$ cat src/rtl/posi_md_rd.sv
// Intra-mode reader for the pre-intra ping-pong buffer: maps (size, z-index) requests to buffer
// addresses, captures the one-cycle-latency read data and returns results in order via a FIFO.
module posi_md_rd #(
    parameter int unsigned DEPTH    = 4,
    parameter int unsigned MD_WIDTH = 6
) (
    input  logic                clk,
    input  logic                rst,
    input  logic                start_i,
    output logic                busy_o,
    output logic                done_o,
    input  logic                req_valid_i,
    output logic                req_ready_o,
    input  logic [1:0]          req_size_i,
    input  logic [7:0]          req_idx_i,
    input  logic                req_last_i,
    output logic                posi_md_ena_o,
    output logic [8:0]          posi_md_addr_o,
    input  logic [MD_WIDTH-1:0] posi_md_data_i,
    output logic                rsp_valid_o,
    input  logic                rsp_ready_i,
    output logic [MD_WIDTH-1:0] rsp_mode_o,
    output logic                rsp_err_o,
    output logic                rsp_last_o
);

    localparam int unsigned PW   = (DEPTH > 1) ? $clog2(DEPTH) : 1;
    localparam int unsigned CW   = $clog2(DEPTH + 1);
    localparam int unsigned CNTW = CW + 1;
    localparam int unsigned EW   = MD_WIDTH + 2;

    typedef enum logic [1:0] {StIdle, StRun, StDrain} state_e;

    state_e           state_q, state_d;
    logic             done_q, done_d;
    logic             pend_valid_q, pend_valid_d;
    logic             pend_err_q, pend_err_d;
    logic             pend_last_q, pend_last_d;
    logic [EW-1:0]    mem_q [DEPTH];
    logic [EW-1:0]    mem_d [DEPTH];
    logic [PW-1:0]    wr_ptr_q, wr_ptr_d;
    logic [PW-1:0]    rd_ptr_q, rd_ptr_d;
    logic [CW-1:0]    fcnt_q, fcnt_d;

    logic             busy;
    logic             rsp_valid;
    logic             pop;
    logic             accept;
    logic             req_err;
    logic [8:0]       req_base;
    logic [8:0]       req_addr;
    logic [CNTW-1:0]  cnt_after;
    logic [EW-1:0]    head;

    assign busy        = (state_q != StIdle);
    assign rsp_valid   = (fcnt_q != '0);
    assign pop         = rsp_valid && rsp_ready_i;
    // Outstanding credits (pending + stored) after this cycle's pop.
    assign cnt_after   = CNTW'(fcnt_q) + CNTW'(pend_valid_q) - CNTW'(pop);
    assign req_ready_o = (state_q == StRun) && !start_i && (cnt_after < CNTW'(DEPTH));
    assign accept      = req_valid_i && req_ready_o;

    always_comb begin
        req_base = 9'd0;
        req_err  = 1'b0;
        unique case (req_size_i)
            2'd3: begin req_base = 9'd0;  req_err = |req_idx_i[7:2]; end
            2'd2: begin req_base = 9'd4;  req_err = |req_idx_i[7:4]; end
            2'd1: begin req_base = 9'd20; req_err = |req_idx_i[7:6]; end
            default: begin req_base = 9'd84; req_err = 1'b0; end
        endcase
    end

    assign req_addr       = req_base + {1'b0, req_idx_i};
    assign posi_md_ena_o  = accept && !req_err;
    assign posi_md_addr_o = posi_md_ena_o ? req_addr : 9'd0;

    assign head        = mem_q[rd_ptr_q];
    assign rsp_valid_o = rsp_valid;
    assign rsp_mode_o  = rsp_valid ? head[EW-1:2] : '0;
    assign rsp_err_o   = rsp_valid && head[1];
    assign rsp_last_o  = rsp_valid && head[0];
    assign busy_o      = busy;
    assign done_o      = done_q;

    always_comb begin
        state_d      = state_q;
        done_d       = 1'b0;
        pend_valid_d = 1'b0;
        pend_err_d   = 1'b0;
        pend_last_d  = 1'b0;
        mem_d        = mem_q;
        wr_ptr_d     = wr_ptr_q;
        rd_ptr_d     = rd_ptr_q;
        fcnt_d       = fcnt_q;

        if (start_i) begin
            // Restart drops everything in flight, including the pending RAM read.
            state_d  = StRun;
            wr_ptr_d = '0;
            rd_ptr_d = '0;
            fcnt_d   = '0;
        end else begin
            pend_valid_d = accept;
            pend_err_d   = req_err;
            pend_last_d  = req_last_i;

            if (pend_valid_q) begin
                mem_d[wr_ptr_q] = {pend_err_q ? MD_WIDTH'(1) : posi_md_data_i,
                                   pend_err_q, pend_last_q};
                wr_ptr_d = (wr_ptr_q == PW'(DEPTH - 1)) ? '0 : wr_ptr_q + 1'b1;
            end
            if (pop) begin
                rd_ptr_d = (rd_ptr_q == PW'(DEPTH - 1)) ? '0 : rd_ptr_q + 1'b1;
            end
            fcnt_d = fcnt_q + CW'(pend_valid_q) - CW'(pop);

            unique case (state_q)
                StRun: begin
                    if (accept && req_last_i) state_d = StDrain;
                end
                StDrain: begin
                    if (pop && head[0]) begin
                        state_d = StIdle;
                        done_d  = 1'b1;
                    end
                end
                default: state_d = StIdle;
            endcase
        end
    end

    always_ff @(posedge clk or posedge rst) begin
        if (rst) begin
            state_q      <= StIdle;
            done_q       <= 1'b0;
            pend_valid_q <= 1'b0;
            pend_err_q   <= 1'b0;
            pend_last_q  <= 1'b0;
            wr_ptr_q     <= '0;
            rd_ptr_q     <= '0;
            fcnt_q       <= '0;
            for (int i = 0; i < int'(DEPTH); i++) mem_q[i] <= '0;
        end else begin
            state_q      <= state_d;
            done_q       <= done_d;
            pend_valid_q <= pend_valid_d;
            pend_err_q   <= pend_err_d;
            pend_last_q  <= pend_last_d;
            wr_ptr_q     <= wr_ptr_d;
            rd_ptr_q     <= rd_ptr_d;
            fcnt_q       <= fcnt_d;
            for (int i = 0; i < int'(DEPTH); i++) mem_q[i] <= mem_d[i];
        end
    end

endmodule

$ cat config.mk
export PLATFORM = sky130hd
export DESIGN_NAME = posi_md_rd
export DESIGN_NICKNAME = d
export VERILOG_FILES = /design/src/rtl/posi_md_rd.sv
export SDC_FILE = /design/constraint.sdc
export NUM_CORES = 1
export LEC_CHECK = 0
export BUFFER_PORTS_ARGS = -buffer_cell sky130_fd_sc_hd__buf_2
export CORE_UTILIZATION = 55
export DETAILED_ROUTE_END_ITERATION = 6
export PLACE_DENSITY = 0.79
export SETUP_SLACK_MARGIN = 0.2
export SLEW_MARGIN = 20
export SYNTH_ARGS = -nofsm -noshare
export SYNTH_HDL_FRONTEND = slang
export SYNTH_SLANG_ARGS = --single-unit
$ cat constraint.sdc
create_clock -name clk -period 3.25 [get_ports clk]
set_clock_uncertainty 0.1 [all_clocks]
set_input_delay 0.1625 -clock clk [delete_from_list [all_inputs] [get_ports clk]]
set_output_delay 0.1625 -clock clk [all_outputs]
set_load 0.05 [all_outputs]
# [Word-level counts from Yosys, hierarchy flattened]
# Index checks and enable logic that the tools add are counted.
[totals] regBits=45 output_inout_bits=22 wordCells=84 in_bits=22
[op_classes] n_addsub=7 n_bitwise=3 n_eq_ne=9 n_lt_le_gt_ge=4 mux=28 reduce_logical=21
[op_table] cell="$bwmux W32" n=1
[op_table] cell="$mux W8" n=3
[op_table] cell="$pmux W7 S3" n=1
[op_table] cell="$mux W2" n=9
[op_table] cell="$bmux W8 S2" n=1
[op_table] cell="$demux W8 S2" n=1
[op_table] cell="$mux W6" n=2
[op_table] cell="$eq A2 B2 Y1 const B" n=5
[op_table] cell="$logic_and A1 B1 Y1" n=10
[op_table] cell="$add A9 B8 Y9" n=1
[op_table] cell="$mux W9" n=1
[op_table] cell="$ge A3 B3 Y1 const B" n=2
[op_table] cell="$mux W1" n=6
[op_table] cell="$not A2 Y3" n=2
[op_table] cell="$reduce_bool A2 Y1" n=3
[op_table] cell="$reduce_or A6 Y1" n=1
[op_table] cell="$add A2 B1 Y2 const B" n=2
[op_table] cell="$add A3 B1 Y4" n=1
[op_table] cell="$eq A2 B1 Y1 const B" n=2
[op_table] cell="$lt A4 B3 Y1 const B" n=1
[op_table] cell="$pmux W2 S2" n=1
[op_table] cell="$reduce_and A2 Y1" n=2
[op_table] cell="$reduce_or A4 Y1" n=1
[op_table] cell="$sub A4 B1 Y4" n=1
[op_table] cell="11 further kinds" n=12

# [Depth between registers and ports, before layout]
[logic_depth] depth_word=10 depth_mapped=12 ltp_nobuf=11

# [Least setup slack after synthesis]
# No wires, ideal clock.
[synth_path] kind="reg-to-output" from="register fcnt_q[0]" to="output posi_md_addr_o[4]" arrival_time_ns=3.393 stages_incl_launch_ff=12 setup_slack_ns=-0.406 n_path_buf=0 required_ns=2.987 cell_sequence="dfrtp_1 or3_1 nand2_1 inv_1 ha_1 inv_1 ha_1 fa_1 xnor2_1 and3_1 nand3_2 nor3_1"
[synth_between] elab_chain_len=8 elab_cells_between_ends=9 cone_classes="add/sub (2); order compare (1); mux (1); reduce/logical (5)"
[synth_rtl] element="from (decl)" line="43" text="logic [CW-1:0] fcnt_q, fcnt_d;"
[synth_rtl] element="from (signal assigned)" line="152" text="fcnt_q <= fcnt_d;"
[synth_rtl] element="branches (longest 2 deep; another with $add A3 B1 Y4)"
[synth_rtl] element="$sub A4 B1 Y4 *" line="59" text="assign cnt_after = CNTW'(fcnt_q) + CNTW'(pend_valid_q) - CNTW'(pop);"
[synth_rtl] element="$lt A4 B3 Y1 *" line="60" text="assign req_ready_o = (state_q == StRun) && !start_i && (cnt_after < CNTW'(DEPTH));"
[synth_rtl] element="$logic_and A1 B1 Y1 *" line="60"
[synth_rtl] element="$logic_and A1 B1 Y1 *" line="61" text="assign accept = req_valid_i && req_ready_o;"
[synth_rtl] element="$logic_and A1 B1 Y1 *" line="75" text="assign posi_md_ena_o = accept && !req_err;"
[synth_rtl] element="$mux W9 *" line="76" text="assign posi_md_addr_o = posi_md_ena_o ? req_addr : 9'd0;"
[synth_rtl] element="to (decl)" line="18" text="output logic [8:0] posi_md_addr_o,"
# Mark *: on every way between the ends.

# [Worst setup path after layout]
[layout_path] from="register fcnt_q[1]" to="output posi_md_addr_o[6]"
# The elaborated chain is that of the path after synthesis.

==> impl_metrics.tcl <==
set metrics [dict create \
    status "complete, but fails checks" \
    violations "setup timing" \
    n_fill_cell 296 \
    post-route-min-period_ns 3.32 \
    drt-initial-drc-count 90 \
    ios 44 \
    final_cell_count_no_fill 335 \
    grt_max_degree 46 \
    final_common_cell "dfrtp_1" \
    relSlewSlack_pct 60.3 \
    antenna_found_initial 0 \
    finalHoldViolations 0 \
    hold_path_depth 3 \
    yosysWarnings 0 \
    synth_edf_count 0 \
    cap_violations 0 \
    dr_total_vias 1838 \
    power.leakage_nw 1.51 \
    setup_viol 8 \
    fin_crit_sh_pct 102 \
    ff2ff_path_depth 13 \
    cts_htree_levels 2 \
    clock-sinks 45 \
    postSynthCellCount 229 \
    drt_wl_total_microns 5190 \
    rsz0062_at_grt "true" \
    switchingPower_mw 0.897 \
    finalWorstSetupSlack_ns -0.0697 \
    crit_slowest_cell "dfrtp_1" \
    clkTransAtPathRegs_ns 0.08 \
    power.density_nw_per_um2 704 \
    crit_fanout 8 \
    firstDrtPassIters 4 \
    design_area_sq_um 3090 \
    synth_seq_cells 45 \
    hold_ws_ns 0.0655 \
    die-area_sq_um 4750 \
    yosys.area.top_type "dfrtp_1" \
    cpPeakStageDelay_ns 0.42 \
    synth_area_per_cell_sq_um 10.8 \
    async_flop_share_pct 100 \
    drive_above_1_share_pct 36.8 \
    drcViolationCount 0 \
    swShare_pct 41.1 \
    ys.flop_type "dfrtp_1" \
    ir_drop_mv 0.510 \
    place_worst_setup_slack_ns 0.0516 \
    overflow 0 \
    die_w_microns 68.9 \
    drv_slew 0 \
    synth_top_area_share_pct 45.7 \
    netlist_area_sq_um 2460 \
    seqPwrFrac_pct 34.7 \
    synth_cell_types 40 \
    clockBufferDepth 2 \
    fmax_mhz 301 \
    final_antenna_net_count 0 \
    hp-class "in -> reg" \
    avgViaCountPerCell 5.49 \
    crit_path_cell_trace "or3_4, nand2_4, inv_4, ha_4, inv_2, ha_4, fa_2, xnor2_2, and3_4, nand3_4, buf_12, nor3_4, buf_6" \
    row_count 23 \
    wire_per_inst_microns 15.5 \
    dp.cells 315 \
    layout_common_cells "45 x dfrtp_1, 33 x nand2_1, 32 x buf_2" \
    fp.dieH_microns 68.9 \
    diodes 0 \
    areaGrowthSynthToFinish_pct 25.6 \
    p_total_mw 2.18 \
    cp_common_cell "ha_4" \
    clock_latency_ns 0.30 \
    hpwl_microns 3410 \
    critPathKind "reg -> out" \
    cp_data_required_time_ns 2.99 \
    cts_tree "yes" \
    placed_area_sq_um 2820 \
    ys_seq_area_share_pct 45.7 \
    numCtsBuffers 5 \
    power.internal_mw 1.28 \
    power_frac_clock_pct 15.4 \
    first_global_vias 1806 \
    nNetsFinal 320 \
    gp_congestion 0.750 \
    root_buffer "clkbuf_8" \
    worst_pin_slew_ns 0.595 \
    grt_pass1_wl_microns 8410 \
    synth.net_count 265 \
    port_buffers 43 \
    grt_use_total_pct 25.4 \
    crit_arrival_ns 3.06 \
    synth.area.top_cells "dfrtp_1 46%, mux4_2 7.3%, ha_1 6.6%" \
    initial_core_util_pct 59.5 \
    core_area_sq_um 4140 \
    critPathCaptureType "output port" \
    p_comb_share_pct 49.9 \
    crit_path_start_kind "flop" \
]
area by class of cell:
class | instances | area [sq um] | share of cell area (%)
Inverter | 16 | 62.6 | 2.02
Tap cell | 50 | 62.6 | 2.02
Multi-Input combinational cell | 158 | 1350 | 43.5
Clock buffer | 7 | 76.3 | 2.47
Timing Repair Buffer | 58 | 414 | 13.4
Sequential cell | 45 | 1130 | 36.4
Clock inverter | 1 | 7.51 | 0.243
timing repair:
| action | in CTS | in global routing |
|---|---|---|
| pin swaps | 11 | 4 |
| endpoints found under the hold margin | 46 | 0 |
| gates resized for setup | 26 | 2 |
| hold buffers | 2 | 0 |
| buffers inserted | 6 | 4 |
| endpoints found under the setup margin | 10 | 11 |
registers in the layout, indices dropped and copies added (netlist names):
name / cells
pend_valid_q: 1
done_o: 1
rd_ptr_q: 2
pend_last_q: 1
fcnt_q: 3
mem_q: 32
pend_err_q: 1
state_q: 2
wr_ptr_q: 2
power groups by stage:
stage | registers (mW) | logic [mW] | clock network [mW]
floorplan | 0.718 | 0.786 | 0
global placement | 0.760 | 0.923 | 0
detailed placement | 0.768 | 0.943 | 0
CTS | 0.757 | 1.05 | 0.345
global route | 0.773 | 1.18 | 0.371
finish | 0.757 | 1.09 | 0.335
per-stage QoR:
stage,setup TNS (ns),util [%]
detailed placement,0,68.0
floorplan,0,-
global route,-1.34,74.7
global placement,0,68.0
finish,-0.333,74.7
CTS,-0.429,73.8
synth_stat cells (4+ instances only):
library cell	instances
inv_1	16
nand2b_1	5
nor3_2	7
a21oi_1	4
mux2_2	8
and2_1	8
nor2_1	9
buf_2	5
nand2_1	34
dfrtp_1	45
o21ai_0	25
mux4_2	8
ha_1	13
worst max-delay path: cells and delay by family (launching register included):
family	cells	cell delay, ns
simple gates	5	0.98
fa+ha+maj	3	0.75
buf+inv	4	0.43
flops	1	0.42
xor+xnor	1	0.17
final timing paths:
kind / from / end / slack, ns
max: fcnt_q[1] / posi_md_addr_o[6] / -0.07
min: rsp_ready_i / rd_ptr_q[1] / 0.07
max reg2reg: fcnt_q[1] / state_q[1] / 0.43
min reg2reg: mem_q[18] / mem_q[18] / 0.39
max in group asynchronous: rst / mem_q[1] / 2.18
min in group asynchronous: rst / state_q[1] / 0.48
layer usage:
| metal | track usage [%] | wire (microns) | up-vias |
|---|---|---|---|
| met3 | 5.26 | 183 | 9 |
| met2 | 42.2 | 2640 | 39 |
| li1 | - | - | 896 |
| met1 | 31.2 | 2280 | 894 |
| met4 | 12.5 | 85 | 0 |
| met5 | 0 | 0 | - |
logic make-up after synthesis:
logic type | Yosys count | share of synthesized area (%)
xor+xnor | 5 | 1.78
fa+ha+maj | 14 | 7.42
flops | 45 | 45.7
simple gates | 83 | 18.8
buf+inv | 26 | 4.82
mux | 18 | 11.8
compound gates | 38 | 9.65
(Power assumes the default switching activity.)
